`config.mk`:
```
export PLATFORM = sky130hd
export DESIGN_NAME = prime_seq_ctrl
export DESIGN_NICKNAME = d
export VERILOG_FILES = /design/src/rtl/prime_seq_ctrl.sv
export SDC_FILE = /design/constraint.sdc
export NUM_CORES = 1
export LEC_CHECK = 0
export BUFFER_PORTS_ARGS = -buffer_cell sky130_fd_sc_hd__buf_2
export CORE_ASPECT_RATIO = 0.7
export CORE_MARGIN = 2
export CORE_UTILIZATION = 49
export DETAILED_ROUTE_END_ITERATION = 7
export PLACE_DENSITY = 0.8
export SETUP_SLACK_MARGIN = 0.1
export SKIP_LAST_GASP = 1
export SYNTH_ARGS = -nofsm -noshare
export SYNTH_HDL_FRONTEND = slang
export SYNTH_SLANG_ARGS = --single-unit
```
`constraint.sdc`:
```
create_clock -name clk -period 2.3 [get_ports clk]
set_input_delay 0.115 -clock clk [delete_from_list [all_inputs] [get_ports clk]]
set_output_delay 0.115 -clock clk [all_outputs]
set_load 0.02 [all_outputs]
```
`src/rtl/prime_seq_ctrl.sv`:
```
`default_nettype none
// +--------------------------------------------------------------------------+
// | prime_seq_ctrl : sequences the trial-division primality datapath (a1..a7) |
// | Rev 1.0                                                                   |
// +--------------------------------------------------------------------------+
module prime_seq_ctrl #(
  parameter int W  = 8,
  parameter int CW = 16
) (
  input  logic          clk,
  input  logic          rst_n,
  input  logic          start,
  input  logic [W-1:0]  n,
  input  logic [W-1:0]  A,
  input  logic [W-1:0]  K,
  output logic          a1,
  output logic          a2,
  output logic          a3,
  output logic          a4,
  output logic          a5,
  output logic          a6,
  output logic          a7,
  output logic          busy,
  output logic          done,
  output logic [CW-1:0] sub_cycles
);

  localparam logic [2:0]    c_IDLE    = 3'd0;
  localparam logic [2:0]    c_LOAD    = 3'd1;
  localparam logic [2:0]    c_SUB     = 3'd2;
  localparam logic [2:0]    c_RESULT  = 3'd3;
  localparam logic [2:0]    c_DONE    = 3'd4;
  localparam logic [CW-1:0] c_SUB_MAX = {CW{1'b1}};

  logic [2:0]    r_state;
  logic [2:0]    w_next;
  logic [CW-1:0] r_sub_cycles;

  logic w_a_lt_k;
  logic w_a_is_zero;
  logic w_k_is_one;
  logic w_n_lt_two;

  assign w_a_lt_k    = (A < K);
  assign w_a_is_zero = (A == '0);
  assign w_k_is_one  = (K == W'(1));
  assign w_n_lt_two  = (n < W'(2));

  // Selects are decoded from the registered state and datapath only; start
  // influences nothing but the next-state choice.
  always_comb begin
    w_next = r_state;
    a1     = 1'b0;
    a2     = 1'b1;
    a3     = 1'b0;
    a4     = 1'b1;
    a5     = 1'b0;
    a6     = 1'b1;
    a7     = 1'b1;
    busy   = 1'b0;
    done   = 1'b0;
    case (r_state)
      c_IDLE: begin
        if (start) w_next = c_LOAD;
      end
      c_LOAD: begin
        busy   = 1'b1;
        a2     = 1'b0;
        a6     = 1'b0;
        w_next = w_n_lt_two ? c_RESULT : c_SUB;
      end
      c_SUB: begin
        busy = 1'b1;
        if (!w_a_lt_k) begin
          a1 = 1'b1;
        end else begin
          // Remainder reached: capture it, reload A, step to the next divisor.
          a4 = 1'b0;
          a2 = 1'b0;
          a3 = 1'b1;
          if (w_a_is_zero) begin
            a6 = 1'b0;
            a5 = 1'b1;
          end
          if (w_k_is_one) w_next = c_RESULT;
        end
      end
      c_RESULT: begin
        busy   = 1'b1;
        a7     = 1'b0;
        w_next = c_DONE;
      end
      c_DONE: begin
        done = 1'b1;
        if (!start) w_next = c_IDLE;
      end
      default: begin
        w_next = c_IDLE;
      end
    endcase
  end

  always_ff @(posedge clk or negedge rst_n) begin
    if (!rst_n) begin
      r_state      <= c_IDLE;
      r_sub_cycles <= '0;
    end else begin
      r_state <= w_next;
      if (r_state == c_LOAD) begin
        r_sub_cycles <= '0;
      end else if (r_state == c_SUB && r_sub_cycles != c_SUB_MAX) begin
        r_sub_cycles <= r_sub_cycles + CW'(1);
      end
    end
  end

  assign sub_cycles = r_sub_cycles;

endmodule
`default_nettype wire

```
* Word-level counts from Yosys, hierarchy flattened
Cells that the tools add are included. Widths: inputs -> output; s select.
Word-level totals: register bits after elaboration 19, bits of input ports 27, output and inout bits 25, word-level logic and storage cells 44
Operators by class: reduce and logical (&&, ||, !) cells 6, add/sub/neg operators 1, multiplexer cells 23, $lt $le $gt $ge 2, equality and inequality tests 10
Operator list (number):
- $mux 16 | 2
- $add 16x1->16 const B | 1
- $ne 16x16->1 const B | 1
- $pmux 3 s5 | 1
- $mux 1 | 14
- $mux 3 | 4
- $eq 8x1->1 const B | 1
- $logic_not 8->1 | 1
- $lt 8x2->1 const B | 1
- $lt 8x8->1 | 1
- $ne 2x2->1 const B | 4
- $eq 3x2->1 const B | 2
- $pmux 1 s2 | 2
- $reduce_and 4->1 | 1
- $eq 3x1->1 const B | 1
- $eq 3x3->1 const B | 1
- $logic_not 3->1 | 1
- $reduce_or 3->1 | 1
- $reduce_bool 2->1 | 1
- $logic_and 1x1->1 | 1

* Longest topological paths before layout
Gate-level depths: netlist (run 1).
depth in word-level cells 4, gate-level depth with buffers 6, depth with buffers taken out 6

* Least setup slack after synthesis (run 1)
OpenSTA, ideal clock, no wires.
path type reg2reg, from register r_state[2], to register r_sub_cycles[9], in the netlist sub_cycles[9], period minus slack after synthesis 1978 ps, data required time 2222 ps, arrival time 1900 ps, slack 322 ps, stages on the path, launching flop included 7, setup time 78 ps, path through dfrtp_1 -> buf_6 -> or3b_1 -> buf_2 -> or4_1 -> or3_1 -> a21oi_1
Between the ends: word-level cells in the longest chain between the ends 3, elaborated cells on any way between the ends 5, those cells by class eq/ne (2); mux (1); reduce/logical (2)
RTL lines:
- start, declared | RTL line 35 | logic [2:0] r_state;
- start signal, assigned | RTL line 105 | r_state <= c_IDLE;
- start signal, assigned | RTL line 108 | r_state <= w_next;
- $eq 3x2->1 | RTL line 111 | end else if (r_state == c_SUB && r_sub_cycles != c_SUB_MAX) begin
- $logic_and 1x1->1 | RTL line 111
- $reduce_bool 2->1 (no line)
- end signal, assigned | RTL line 112 | r_sub_cycles <= r_sub_cycles + CW'(1);
- end, declared | RTL line 37 | logic [CW-1:0] r_sub_cycles;
Several ways; a longest one is shown, not always the timed one. A chain may end at the register's enable or synchronous reset.

* Worst setup path in the final report (run 1)
Ends and elaborated chain as after synthesis.

==> run_results.csv, run 1 <==
group,metric,value,unit
yosys,syn_inst,163,
clock_tree,ctsHoldBuffers,1,
timing,max_freq,493,MHz
timing,hold_slack,76.0,ps
floorplanning,ios,52,
timing,fin_crit,2030,ps
place,placed_cell_area,0.00170,mm²
layout,final_cells,255,
timing,clock_skew,2.29,ps
critical_path,reg2reg_depth,4,
power_and_ir_drop,worst_ir_drop_vdd,0.428,mV
power_and_ir_drop,p_int,0.729,mW
power_and_ir_drop,leakagePower,0.823,nW
layout,fin_area,0.00176,mm²
detailed_routing,wl_per_cell,15.7,µm
yosys,seq_area_frac_synth,34.2,%
global_route,antenna_found_initial,0,
status,status,"finished, final reports clean",
place,port_buffers,50,
min_path,holdPathStages,3,
detailed_routing,drt_iter0_markers,130,
layout,areaGrowthSynthToFinish,26.5,%
power_and_ir_drop,swShare,42.5,%
timing,setup_violations,0,
detailed_routing,wl_met2,1900,µm
min_path,hp-start,"start",
floorplanning,rows,16,
layout,fin_nets,255,
detailed_routing,drt_pre_antenna_iters,4,
floorplanning,die_w,67.7,µm
critical_path,crit_required,2490,ps
clock_tree,clock_sinks,19,
timing,slew-limit-headroom,56.0,%
yosys,yosys_warnings,0,
yosys,syn_area,0.00139,mm²
floorplanning,die_area,0.00329,mm²
yosys,avgSynthCellArea,8.53,µm²
global_route,grt_first_pass_wirelength,6600,µm
power_and_ir_drop,power_frac_seq,35.9,%
min_path,min_to,"r_state[2]",
place,post-dp-hpwl,3020,µm
layout,drive_above_1_share,30.1,%
clock_tree,cts-buffers-inserted,3,
power_and_ir_drop,p_switching,0.538,mW
timing,rsz0062_at_grt,"false",
yosys,ys_ff_latch,19,
global_route,grt_pass1_vias,1430,
layout,num_antenna_cells,0,
power_and_ir_drop,combPwrFrac,45.7,%
global_route,grt_max_degree,20,
clock_tree,h-tree-depth,1,
detailed_routing,met3_length,334,µm
place,dpl.cell_count,250,
timing,maxSlewViolCount,0,
global_route,grt-ovfl-total,0,
power_and_ir_drop,cellPowerDensity,721,mW/mm²
clock_tree,cts_resized,0,
floorplanning,die_y,48.6,µm
critical_path,critPathMaxFanout,10,
detailed_routing,num_vias,1578,
critical_path,crit_path_end_kind,"flip-flop",
yosys,synth_nets,198,
detailed_routing,post-route-drc-count,0,
job,drv_cap,0,
critical_path,regToRegSetupSlack,270,ps
timing,worst_slew_pin_slew,654,ps
min_path,hold_path.class,"in -> reg",
clock_tree,insertion_delay,260,ps
timing,hold_viol,0,
detailed_routing,m1WireLength,1750,µm
critical_path,arrival,2210,ps
detailed_routing,wl,4010,µm
critical_path,r2r_end,"sub_cycles[9]",
clock_tree,cts_setup_buffers,0,
detailed_routing,ant_nets,0,
yosys,ys_types,42,
global_route,grt_usage,26.4,%
place,gp_congestion,0.915,
detailed_routing,via_per_inst,6.19,
clock_tree,path_clk_slew,70,ps
critical_path,path_class,"reg -> reg",
detailed_routing,highest_layer,"met4",
critical_path,r2r-start,"r_state[2]",
timing,totalNegativeSetupSlack,0,ps
power_and_ir_drop,clkPwrFrac,18.4,%
clock_tree,cts_tree,"done",
critical_path,crit_path_start_kind,"flip-flop",
clock_tree,cts.path.max_buffers,2,
floorplanning,initial_utilization,50.7,%
floorplanning,core_area,0.00274,mm²
power_and_ir_drop,p_total,1.27,mW
clock_tree,cts-root-buf,"clkbuf_8",
timing,min_period_over_period,88.2,%
power by group through the flow:
stage | sequential [mW] | combinational [mW] | clock [mW]
floorplan | 0.461 | 0.365 | 0
global placement | 0.451 | 0.554 | 0
detailed placement | 0.459 | 0.574 | 0
CTS | 0.454 | 0.580 | 0.239
global route | 0.463 | 0.631 | 0.254
finish | 0.455 | 0.580 | 0.233
synthesized netlist by cell type:
library cell	n	area, µm²
nand4_1	6	37.5
or2_2	1	6.26
or3_1	3	18.8
inv_1	10	37.5
or4b_2	1	10.0
nor2_1	8	30.0
nand3b_1	2	15.0
o41ai_1	1	8.76
buf_6	1	11.3
nand2_1	18	67.6
o211ai_1	4	30.0
and2_1	2	12.5
and4_1	1	8.76
nor3_1	5	25.0
buf_1	1	3.75
a31oi_1	1	6.26
nor3b_2	1	12.5
o311ai_0	1	8.76
nor4_1	7	43.8
or3b_2	1	8.76
a31o_2	2	17.5
ha_1	8	100
o2111ai_1	1	8.76
or4_1	5	37.5
nor4_2	1	12.5
clkbuf_1	2	7.51
nand4bb_1	1	11.3
o31ai_1	6	45.0
nand2b_1	2	12.5
dfrtp_1	19	475
a211oi_1	3	22.5
mux2i_1	4	40.0
nor4b_1	1	8.76
a21oi_1	11	55.1
a21o_1	3	22.5
nor3b_1	2	15.0
and3_1	2	12.5
a2111oi_0	1	8.76
or3b_1	1	8.76
buf_2	1	5.00
nand3_1	9	45.0
o21ai_0	3	15.0
layout make-up:
type,instances,area [µm²]
clock buffers,4,45.0
repair buffers,57,305
fillers,249,985
flip-flops and latches,19,475
inverters,10,37.5
well taps,36,45.0
multi-input cells,129,850
metal layers:
| metal | global-route usage, % | vias up |
|---|---|---|
| met2 | 43.1 | 76 |
| met4 | 4.76 | 0 |
| li1 | - | 747 |
| met1 | 36.0 | 748 |
| met3 | 5.81 | 7 |
| met5 | 0 | - |
worst max-delay path by stage:
stage | startpoint | endpoint | slack (ps) | depth (start not counted)
5_1_grt | sub_cycles[2] | sub_cycles[13] | 130 | 4
4_1_cts | r_state[2] | sub_cycles[9] | 280 | 4
2_1_floorplan | r_state[2] | sub_cycles[9] | 320 | 6
6_report | r_state[2] | sub_cycles[9] | 270 | 4
3_3_place_gp | sub_cycles[2] | sub_cycles[13] | 380 | 4
3_5_place_dp | r_state[2] | sub_cycles[9] | 310 | 4
sequential cells by signal, indices dropped and copies added (netlist names):
register,flops
r_state,3
sub_cycles,16
layout by cell type (no fill, tap or decap), drive strengths merged, types with 4 or more instances in the layout:
cell,n
a21oi,11
buf,56
clkbuf,4
dfrtp,19
ha,8
inv,10
mux2i,4
nand2,18
nand3,9
nand4,6
nor2,8
nor3,5
nor4,8
o211ai,4
o31ai,6
or4,5
per-stage QoR:
step,util [%],worst slack (ps)
4_1_cts,64.1,278
5_1_grt,64.1,128
6_report,64.1,272
2_1_floorplan,-,322
3_5_place_dp,62.1,313
3_3_place_gp,62.1,379
worst max-delay path, stage by stage, from the launching register on:
cell     delay, ps
dfrtp_1        470
or3b_1         420
or4_1          550
or3_1          350
a21oi_1        150
logic make-up after synthesis:
family | count (synthesis) | share of synthesized area (%)
compound gates | 37 | 17.9
fa+ha+maj | 8 | 7.20
buf+inv | 15 | 4.68
flops | 19 | 34.2
mux | 4 | 2.88
simple gates | 80 | 33.1
(Power assumes the default switching activity.)
==> run 2: changes to the inputs <==
--- a/config.mk
+++ b/config.mk
@@ -8,9 +8,9 @@
 export BUFFER_PORTS_ARGS = -buffer_cell sky130_fd_sc_hd__buf_2
 export CORE_ASPECT_RATIO = 0.7
 export CORE_MARGIN = 2
-export CORE_UTILIZATION = 49
+export CORE_UTILIZATION = 40
 export DETAILED_ROUTE_END_ITERATION = 7
-export PLACE_DENSITY = 0.8
+export PLACE_DENSITY = 0.67
 export SETUP_SLACK_MARGIN = 0.1
 export SKIP_LAST_GASP = 1
 export SYNTH_ARGS = -nofsm -noshare
==> run 2 against run 1 <==
Effect of this change: register-to-register slack about the same; first-iteration DRC count down 8.5%; global-route usage fell by 5.1 points; largest cell class unchanged; count of clock-buffer cells in the layout stayed put; sequential share of layout area shrank 0.21 points; via count down 4.9%; cell count rose by 4.3%; combinational power fell by 2%; worst hold slack worse by 2.4 ps.
==> run_results.csv, run 2 (same netlist as run 1, synthesis figures left out) <==
group,metric,value,unit
power_and_ir_drop,clkPwrFrac,18.5,%
floorplanning,core_area,0.00323,mm²
timing,hold_slack,73.5,ps
timing,maxSlewViolCount,0,
detailed_routing,drt_pre_antenna_iters,5,
timing,setup_violations,0,
power_and_ir_drop,combPwrFrac,45.3,%
global_route,grt_pass1_vias,1393,
critical_path,crit_family,"simple AND/OR/NAND/NOR gates",
global_route,grt-ovfl-total,0,
detailed_routing,wl_per_cell,14.4,µm
detailed_routing,post-route-drc-count,0,
global_route,grt_first_pass_wirelength,6410,µm
layout,num_antenna_cells,0,
clock_tree,insertion_delay,260,ps
critical_path,path_buf_inv,0,
power_and_ir_drop,p_switching,0.529,mW
layout,multi_input_area,850,µm²
timing,slew-limit-headroom,58.0,%
place,placed_cell_area,0.00172,mm²
floorplanning,initial_utilization,43.0,%
status,status,"finished, final reports clean",
place,post-dp-hpwl,2990,µm
detailed_routing,wl,3840,µm
critical_path,worst_path_largest_cell_delay,510,ps
global_route,grtUsageMet3,4.76,%
floorplanning,die_w,74.5,µm
power_and_ir_drop,p_int,0.728,mW
power_and_ir_drop,p_total,1.26,mW
clock_tree,clock_sinks,19,
detailed_routing,drt_iter0_markers,119,
layout,largest_reg_flops,16,
power_and_ir_drop,leakagePower,0.823,nW
layout,regArea,475,µm²
critical_path,cp_cell_sequence,"nand4_1 > or3_1 > nor4_1 > mux2i_1",
clock_tree,cts_tree,"done",
global_route,grt_util_met2,32.6,%
place,port_buffers,50,
power_and_ir_drop,worst_ir_drop_vdd,0.395,mV
timing,worst_slew_pin_slew,624,ps
floorplanning,rows,17,
timing,fin_crit,2040,ps
floorplanning,die_y,53.3,µm
global_route,grt_max_degree,20,
layout,areaGrowthSynthToFinish,27.5,%
timing,hold_viol,0,
clock_tree,h-tree-depth,1,
floorplanning,ios,52,
layout,fin_nets,255,
layout,drive_above_1_share,30.1,%
global_route,use_met1,30.5,%
critical_path,crit_path_start_kind,"flip-flop",
clock_tree,cts-buffers-inserted,3,
layout,fillCellCount,299,
timing,rsz0062_at_grt,"false",
clock_tree,cts_setup_buffers,0,
critical_path,arrival,2220,ps
clock_tree,cts-root-buf,"clkbuf_8",
floorplanning,die_area,0.00397,mm²
detailed_routing,ant_nets,0,
critical_path,path_class,"reg -> reg",
job,drv_cap,0,
global_route,grt_usage,21.3,%
timing,min_period_over_period,88.5,%
layout,layout_commonest_cell,"buf_2",
critical_path,cpMaxStageDelayCell,"or3_1",
critical_path,critPathMaxFanout,10,
min_path,hold_path.class,"in -> reg",
global_route,grt_busiest_layer,"met2",
layout,fin_area,0.00177,mm²
power_and_ir_drop,cellPowerDensity,710,mW/mm²
clock_tree,cts.path.max_buffers,2,
power_and_ir_drop,swShare,42.1,%
clock_tree,path_clk_slew,70,ps
global_route,antenna_found_initial,0,
detailed_routing,num_vias,1500,
timing,max_freq,491,MHz
timing,clock_skew,2.76,ps
critical_path,crit_required,2480,ps
detailed_routing,via_per_inst,5.64,
place,gp_congestion,0.903,
critical_path,crit_path_end_kind,"flip-flop",
power_and_ir_drop,power_frac_seq,36.2,%
timing,totalNegativeSetupSlack,0,ps
layout,mostFrequentLayoutCells,"buf_2 (50), dfrtp_1 (19), nand2_1 (18)",
==> run 2: cell counts in the layout (fill, tap and decap cells not counted) <==
Identical to the previous run, type by type.
==> run 2: path summary, 6_finish.rpt <==
kind / startpoint / to / slack [ps] / cells past startpoint
max: sub_cycles[2] / sub_cycles[13] / 260 / 4
min: start / r_state[2] / 70 / 3
max reg2reg: sub_cycles[2] / sub_cycles[13] / 260 / 4
min reg2reg: sub_cycles[10] / sub_cycles[10] / 540 / 1
max in group asynchronous: rst_n / sub_cycles[8] / 1670 / 2
min in group asynchronous: rst_n / sub_cycles[10] / 330 / 2
==> run 2: worst register-to-register path, delay by kind of cell, from the launching register on <==
| family | cells | cell delay [ps] |
|---|---|---|
| mux | 1 | 230 |
| simple gates | 3 | 1290 |
| flops | 1 | 440 |
==> run 2: layout make-up <==
type | instances | share of cell area (%)
multi-input cells | 129 | 48.0
flip-flops and latches | 19 | 26.8
repair buffers | 57 | 17.2
well taps | 47 | 3.32
clock buffers | 4 | 2.54
inverters | 10 | 2.12
==> run 2: metal layers <==
layer	part of all wire, %	vias up
li1	-	740
met1	51	711
met2	42	43
met3	5.5	6
met4	0.86	0
met5	0	-
==> run 2: repair_timing <==
action,4_1_cts,5_1_grt
hold buffers,1,0
hold endpoints to repair,19,0
gates resized for setup,0,0
==> run 2: per-stage QoR <==
step / util (%) / instances / setup WS (ps)
after floorplan: - / 163 / 322
after global placement: 53.1 / 261 / 359
after detailed placement: 53.1 / 261 / 306
after CTS: 54.8 / 266 / 271
after global routing: 54.8 / 266 / 140
final: 54.8 / 266 / 264
==> run 2: power by group through the flow <==
| stage | Sequential (mW) | Clock, mW | Combinational [mW] |
|---|---|---|---|
| after floorplan | 0.461 | 0 | 0.365 |
| after global placement | 0.453 | 0 | 0.563 |
| final | 0.455 | 0.232 | 0.570 |
| after CTS | 0.454 | 0.236 | 0.573 |
| after global routing | 0.470 | 0.246 | 0.635 |
| after detailed placement | 0.461 | 0 | 0.570 |
